### src/rtl/tree_accum_requant.sv
// Purpose: accumulate ACC_LEN adder-tree sums onto a bias, requantise with a
//          rounding arithmetic right shift, and saturate to OUT_WIDTH.
// Latency: last input beat at cycle T -> out_valid at T+2 when the output register is free.
// Backpressure: in_ready drops while a finished group waits for the output register;
//               the held output is stable until out_ready.
//
// Ports:
//   clk, rst          clock, synchronous active-high reset
//   flush             abandon the partial group (never touches the output register)
//   in_valid/in_ready/in_data   signed tree sum stream
//   bias, shift       group seed and requant shift, sampled on the first beat
//   out_valid/out_ready/out_data/out_sat   saturated result stream, out_sat = clipped
//   busy              a group is in progress
module tree_accum_requant #(
    parameter int IN_WIDTH  = 20,
    parameter int ACC_WIDTH = 32,
    parameter int OUT_WIDTH = 8,
    parameter int ACC_LEN   = 9
) (
    input  logic                 clk,
    input  logic                 rst,
    input  logic                 flush,
    input  logic                 in_valid,
    output logic                 in_ready,
    input  logic [IN_WIDTH-1:0]  in_data,
    input  logic [ACC_WIDTH-1:0] bias,
    input  logic [4:0]           shift,
    output logic                 out_valid,
    input  logic                 out_ready,
    output logic [OUT_WIDTH-1:0] out_data,
    output logic                 out_sat,
    output logic                 busy
);

    localparam int CW = (ACC_LEN > 1) ? $clog2(ACC_LEN) : 1;
    localparam logic [CW-1:0] C_LAST = CW'(ACC_LEN - 1);
    localparam int SH_MAX = ACC_WIDTH - 1;

    // Saturation bounds expressed in the ACC_WIDTH+1 requant domain.
    localparam logic signed [ACC_WIDTH:0] C_OMAX =
        {{(ACC_WIDTH - OUT_WIDTH + 2){1'b0}}, {(OUT_WIDTH - 1){1'b1}}};
    localparam logic signed [ACC_WIDTH:0] C_OMIN =
        {{(ACC_WIDTH - OUT_WIDTH + 2){1'b1}}, {(OUT_WIDTH - 1){1'b0}}};

    typedef enum logic {ST_ACC = 1'b0, ST_REQ = 1'b1} state_t;

    state_t                 r_state;
    logic [CW-1:0]          r_cnt;
    logic [ACC_WIDTH-1:0]   r_acc;
    logic [4:0]             r_shift;
    logic                   r_out_valid;
    logic [OUT_WIDTH-1:0]   r_out_data;
    logic                   r_out_sat;

    logic [ACC_WIDTH-1:0]        w_in_ext;
    logic [4:0]                  w_sh;
    logic [ACC_WIDTH:0]          w_rnd;
    logic signed [ACC_WIDTH:0]   w_sum;
    logic signed [ACC_WIDTH:0]   w_r;
    logic                        w_hi;
    logic                        w_lo;
    logic [OUT_WIDTH-1:0]        w_sat_data;
    logic                        w_out_free;

    assign w_in_ext = {{(ACC_WIDTH - IN_WIDTH){in_data[IN_WIDTH-1]}}, in_data};

    always_comb begin
        w_sh = r_shift;
        if (int'(r_shift) > SH_MAX) begin
            w_sh = 5'(SH_MAX);
        end
    end

    // Adding half an LSB before the arithmetic shift gives round-half-up;
    // the extra bit keeps the addition from overflowing.
    assign w_rnd = (w_sh != 5'd0) ? ({{ACC_WIDTH{1'b0}}, 1'b1} << (w_sh - 5'd1)) : '0;
    assign w_sum = {r_acc[ACC_WIDTH-1], r_acc} + w_rnd;
    assign w_r   = w_sum >>> w_sh;

    assign w_hi = (w_r > C_OMAX);
    assign w_lo = (w_r < C_OMIN);

    always_comb begin
        w_sat_data = w_r[OUT_WIDTH-1:0];
        if (w_hi) begin
            w_sat_data = {1'b0, {(OUT_WIDTH - 1){1'b1}}};
        end else if (w_lo) begin
            w_sat_data = {1'b1, {(OUT_WIDTH - 1){1'b0}}};
        end
    end

    // The output register can take a new result when empty or being drained now.
    assign w_out_free = !r_out_valid || out_ready;

    always_ff @(posedge clk) begin
        if (rst) begin
            r_state     <= ST_ACC;
            r_cnt       <= '0;
            r_acc       <= '0;
            r_shift     <= '0;
            r_out_valid <= 1'b0;
            r_out_data  <= '0;
            r_out_sat   <= 1'b0;
        end else begin
            if (r_out_valid && out_ready) begin
                r_out_valid <= 1'b0;
            end

            case (r_state)
                ST_ACC: begin
                    if (flush) begin
                        r_cnt <= '0;
                        r_acc <= '0;
                    end else if (in_valid) begin
                        if (r_cnt == '0) begin
                            r_acc   <= bias + w_in_ext;
                            r_shift <= shift;
                        end else begin
                            r_acc <= r_acc + w_in_ext;
                        end
                        // With ACC_LEN=1 the first beat is also the last.
                        if (r_cnt == C_LAST) begin
                            r_cnt   <= '0;
                            r_state <= ST_REQ;
                        end else begin
                            r_cnt <= r_cnt + CW'(1);
                        end
                    end
                end
                ST_REQ: begin
                    if (flush) begin
                        r_state <= ST_ACC;
                    end else if (w_out_free) begin
                        // Overrides the drain above, so a coincident handshake
                        // is replaced without a bubble.
                        r_out_valid <= 1'b1;
                        r_out_data  <= w_sat_data;
                        r_out_sat   <= w_hi || w_lo;
                        r_state     <= ST_ACC;
                    end
                end
                default: r_state <= ST_ACC;
            endcase
        end
    end

    assign in_ready  = (r_state == ST_ACC);
    assign busy      = (r_cnt != '0) || (r_state == ST_REQ);
    assign out_valid = r_out_valid;
    assign out_data  = r_out_data;
    assign out_sat   = r_out_sat;

endmodule

### config.mk
export PLATFORM = sky130hd
export DESIGN_NAME = tree_accum_requant
export DESIGN_NICKNAME = d
export VERILOG_FILES = /design/src/rtl/tree_accum_requant.sv
export SDC_FILE = /design/constraint.sdc
export NUM_CORES = 1
export LEC_CHECK = 0
export ABC_AREA = 1
export ABC_CLOCK_PERIOD_IN_PS = 4100
export CAP_MARGIN = 20
export CORE_MARGIN = 5
export CORE_UTILIZATION = 50
export DETAILED_ROUTE_END_ITERATION = 16
export PLACE_DENSITY = 0.73
export SLEW_MARGIN = 20
export SYNTH_ARGS = -nofsm -noshare
export SYNTH_HDL_FRONTEND = slang
export SYNTH_SLANG_ARGS = --single-unit
### constraint.sdc
create_clock -name clk -period 4.1 [get_ports clk]
set_input_delay 0.615 -clock clk [delete_from_list [all_inputs] [get_ports clk]]
set_output_delay 0.615 -clock clk [all_outputs]
set_load 0.01 [all_outputs]
* After elaboration in Yosys (flattened, before gate mapping) *
Cells that the tools add are included.
W data, S select, Z words.

operators by class
  add/subtract/negate cells = 5
  $lt $le $gt $ge = 2
  reductions and logical operators = 12
  shift operators = 2
  multiplexer cells = 19
  bitwise logic cells = 2
  equal/unequal tests = 1

operator list
  operator                number
  $mux W32                3
  $add A32 B32 Y32        2
  $add A33 B33 Y33        1
  $gt A33 B8 Y1 const B   1
  $lt A33 B8 Y1 const B   1
  $mux W33                1
  $shl A1 B5 Y33 const A  1
  $sshr A33 B5 Y33        1
  $mux W8                 2
  $mux W4                 3
  $mux W1                 9
  $reduce_bool A5 Y1      1
  $sub A5 B1 Y5 const B   1
  $add A4 B1 Y4 const B   1
  $eq A4 B4 Y1 const B    1
  $logic_not A4 Y1        1
  $reduce_and A4 Y1       1
  $reduce_bool A4 Y1      1
  $logic_or A1 B1 Y1      3
  $reduce_and A3 Y1       1
  $not A1 Y1              2
  $pmux W1 S2             1
  $reduce_and A2 Y1       1
  $reduce_bool A2 Y1      1
  other kinds (2)         2

word-level totals
  flip-flop bits (word level) = 52
  word-level logic and storage cells = 50
  input bits = 62
  output and inout bits = 12

* Longest topological paths before layout *
  depth in word-level cells = 8
  mapped depth = 39
  mapped depth without buffers = 38

* Worst setup path before layout *
OpenSTA, ideal clock, no wires.

  kind = register to register
  start = reg r_shift[3]
  end = reg r_out_data[0] (netlist: out_data[0])
  path slack = 42 ps
  period minus slack after synthesis = 4058 ps
  cell stages (with the launch flop) = 37
  library setup time = 117 ps
  required time = 3983 ps
  arrival time = 3941 ps
  cell sequence = dfxtp_1 -> buf_2 -> inv_1 -> buf_2 -> buf_1 -> nand2_1 -> nand2_1 -> nand2_1 -> inv_1 -> nand2_1 -> inv_1 -> ha_1 -> inv_1 -> fa_1 -> inv_1 -> nand3_1 -> nand2_2 -> nand2_1 -> nand2_2 -> nand2_1 -> nand2_2 -> nand2_2 -> nand2_1 -> nand2_2 -> nand2_8 -> inv_6 -> nand2_2 -> buf_2 -> o21ai_1 -> nor2_1 -> nand2_1 -> nor2_1 -> nand2_1 -> nor2_4 -> nor2_4 -> nor2_1 -> nor2_1

between the ends
  longest elaborated chain between the ends = 8
  elaborated cells between the ends (all ways) = 10
  classes of those cells = 2 x add/sub; 2 x order compare; 2 x shift; 3 x mux; 1 x reduce/logical

RTL lines
  what                      RTL line  RTL
  start: declaration        50        logic [4:0] r_shift;
  start signal: assignment  117       r_shift <= shift;
  $sub A5 B1 Y5             76        assign w_rnd = (w_sh != 5'd0) ? ({{ACC_WIDTH{1'b0}}, 1'b1} << (w_sh - 5'd1)) : '0;
  $shl A1 B5 Y33            76
  $mux W33                  76
  $add A33 B33 Y33          77        assign w_sum = {r_acc[ACC_WIDTH-1], r_acc} + w_rnd;
  $sshr A33 B5 Y33 *        78        assign w_r = w_sum >>> w_sh;
  $lt A33 B8 Y1             81        assign w_lo = (w_r < C_OMIN);
  $mux W8                   87        end else if (w_lo) begin
  $mux W8 *                 85        if (w_hi) begin
  end signal: assignment    137       r_out_data <= w_sat_data;
  end: declaration          52        logic [OUT_WIDTH-1:0] r_out_data;

Every way passes the cells marked *; elsewhere a longest branch is shown, timed or not.
A chain may end at the register's enable or synchronous reset.

* Final worst setup path *
  start = reg r_shift[1]
  end = reg r_out_data[1] (netlist: out_data[1])

The elaborated chain is that of the path after synthesis.

==> metrics.yaml <==
status: "finished with violations"
violations: "setup timing"
cts_sinks: 52
ys_seq_area_share_pct: 11.2
cpPeakStageDelay_ns: 0.36
cap_viol_max_count: 0
min_path_type: "reg2reg"
final-setup-viol-count: 8
numCtsBuffers: 5
cp_data_arrival_time_ns: 4.40
hold_viol: 0
ir_drop_uv: 180
die_h_um: 146
dr.pass1.iters: 5
crit_type: "reg2reg"
postRouteAntennaNets: 0
clockBufferDepth: 2
final_cell_mix: "nand2_1, nand3_1, inv_1"
clk_pin_slew_ns: 0.08
place_congestion: 1.01
powerDensity_nw_per_um2: 197
root_buffer: "clkbuf_16"
syn_inst: 1772
yosys.area_share.simple_pct: 55.1
min_to: "out_data[7]"
grt_pass1_vias: 10800
cp-start-kind: "flop"
rsz0062_at_grt: "true"
placed_cells: 2136
skew_ns: 0.0102
wl_um: 34400
grt_pass1_wl_um: 52700
endpoint_kind: "flop"
synth_flop_cell: "dfxtp_1"
wire_per_inst_um: 15.9
synthMuxAreaShare_pct: 0.108
crit_fanout: 8
cts_tree: "yes"
core_um2: 18100
clkLatencyLatePin_ns: 0.31
synthesis.nets: 1901
slew_violations: 0
num_vias: 12100
finalCriticalPeriod_ns: 4.15
rr_startpoint: "r_shift[1]"
final_common_cell: "nand2_1"
syn_avg_cell_area_um2: 5.24
stdcell_area_um2: 12600
synth_warnings: 0
dpl.hpwl_um: 26800
synth_top_family_by_area: "simple AND/OR/NAND/NOR gates"
die-area_um2: 21400
cp.required_ns: 4.35
drc_errors: 0
postCtsHoldBufs: 0
grt_antenna_before_repair: 0
synth_area_leaders: "nand2_1, nand3_1, dfxtp_1, ha_1, inv_1"
fillers: 1661
drive_above_1_share_pct: 24.9
critPathSlowestCell: "fa_2"
finalWorstSetupSlack_ns: -0.0493
timing.fmax_ghz: 0.241
cts.htree.levels: 2
placed_area_um2: 11000
start_util_pct: 51.2
rr_worst_depth: 32
final-instance-count-excl-fill: 2161
drt_iter0_markers: 1036
synthArstFlopShare_pct: 0
finalCritPeriodShare_pct: 101
p_leak_nw: 6.44
via_per_inst: 5.60
synth_edf_count: 0
row_count: 49
synth_compound_area_share_pct: 11.6
r2r-end: "out_data[1]"
synth.distinct_cells: 50
synth_adder_area_share_pct: 9.19
synth_seq_cells: 52
diodes: 0
ios: 74
slew_headroom_pct: 41.1
port_buffers: 73
hold_depth: 2
multi_input_area_um2: 8540
nNetsFinal: 2061
yosys.area_share.xor_xnor_pct: 1.23
area_growth_pct: 35.9
seq_area_um2: 1050
yosysTopAreaCell: "nand2_1"
worst_pin_slew_ns: 0.880
rrSetupSlack_ns: -0.05
gr-total-overflow: 0
netlist_area_um2: 9290
grt_max_degree: 43
hp-start: "out_data[7]"
yosysTopAreaCellShare_pct: 24.2
die_w_um: 146
grt_util_all_layers_pct: 29.3
-- cell families (layout without fill, tap and decap cells) --
family                     Yosys count  in the layout
and+or+nand+nor                   1161           1161
adders and majority gates           67             67
muxes                                1              1
buffers and inverters              277            437
other                                1              1
xor gates and xnor gates            13             13
DFF                                 52             52
AOI/OAI and AO/OA                  200            200
-- worst max-delay path by stage --
stage | startpoint | slack (ns) | to
final | r_shift[1] | -0.05 | out_data[1]
after global routing | r_shift[1] | -0.33 | out_data[0]
after CTS | r_shift[0] | -0.004 | out_data[5]
after detailed placement | r_shift[1] | -0.25 | out_data[5]
after global placement | r_shift[1] | -0.27 | out_sat
after floorplan | r_shift[3] | 0.04 | out_data[0]
-- repair_timing --
action                                  CTS  global route
buffers inserted                          1            17
endpoints found under the hold margin     0             0
pin swaps                                 5            85
gates resized for setup                  21           284
gates cloned                              0             0
endpoints found under the setup margin    8            17
-- state kept, by name, summed over array words and instances (netlist names) --
name and count:
r_acc 32, out_sat 1, out_valid 1, r_state 1, out_data 8, r_shift 5
r_cnt 4
-- through the flow --
stage / TNS (ns) / hold WS [ns] / setup WS (ns) / util [%] / power [mW]
2_1_floorplan: 0 / 0.458 / 0.0417 / - / 1.41
3_3_place_gp: -1.99 / 0.467 / -0.274 / 60.5 / 1.81
3_5_place_dp: -1.92 / 0.470 / -0.252 / 60.5 / 1.82
4_1_cts: -0.00448 / 0.483 / -0.00448 / 61.9 / 2.27
5_1_grt: -2.39 / 0.517 / -0.329 / 69.6 / 2.66
6_report: -0.280 / 0.484 / -0.0493 / 69.6 / 2.48
-- synth_stat cells, types with 5 or more instances --
library cell,n
nand2_1,599
nand3_1,325
inv_1,197
nor2_1,148
a21oi_1,111
ha_1,65
o21ai_0,57
dfxtp_1,52
clkbuf_1,26
buf_2,25
nand2_2,22
nand3_2,18
buf_1,12
nand4_1,10
xor2_1,10
nor3_1,9
clkinv_1,8
inv_2,7
nor2_2,6
o211ai_1,6
nand3b_1,5
o21ai_1,5
or2_2,5
-- power by group --
part           switching (mW)  internal (mW)
logic                   0.906          0.585
registers              0.0286          0.529
clock network           0.212          0.223
-- metal layers --
| layer | share of wire (%) | vias up | track usage (%) |
|---|---|---|---|
| li1 | - | 6071 | - |
| met1 | 45 | 5515 | 41.9 |
| met2 | 45 | 455 | 46.6 |
| met3 | 7.0 | 66 | 3.53 |
| met4 | 2.8 | 0 | 8.14 |
| met5 | 0 | - | 0 |
-- worst max-delay path, delay by kind of cell (launching register included) --
family / cells / cell delay, ns
and+or+nand+nor: 25 / 2.82
adders and majority gates: 2 / 0.54
buffers and inverters: 5 / 0.39
DFF: 1 / 0.34
-- area by class of cell --
type	instances	share of cell area, %
clock inverters	2	0.0991
multi-input cells	1443	67.6
inverters	213	6.37
clock buffers	5	0.991
flip-flops and latches	52	8.28
well taps	229	2.27
repair buffers	217	14.4
Note: power is estimated with default switching activity, not from simulation.
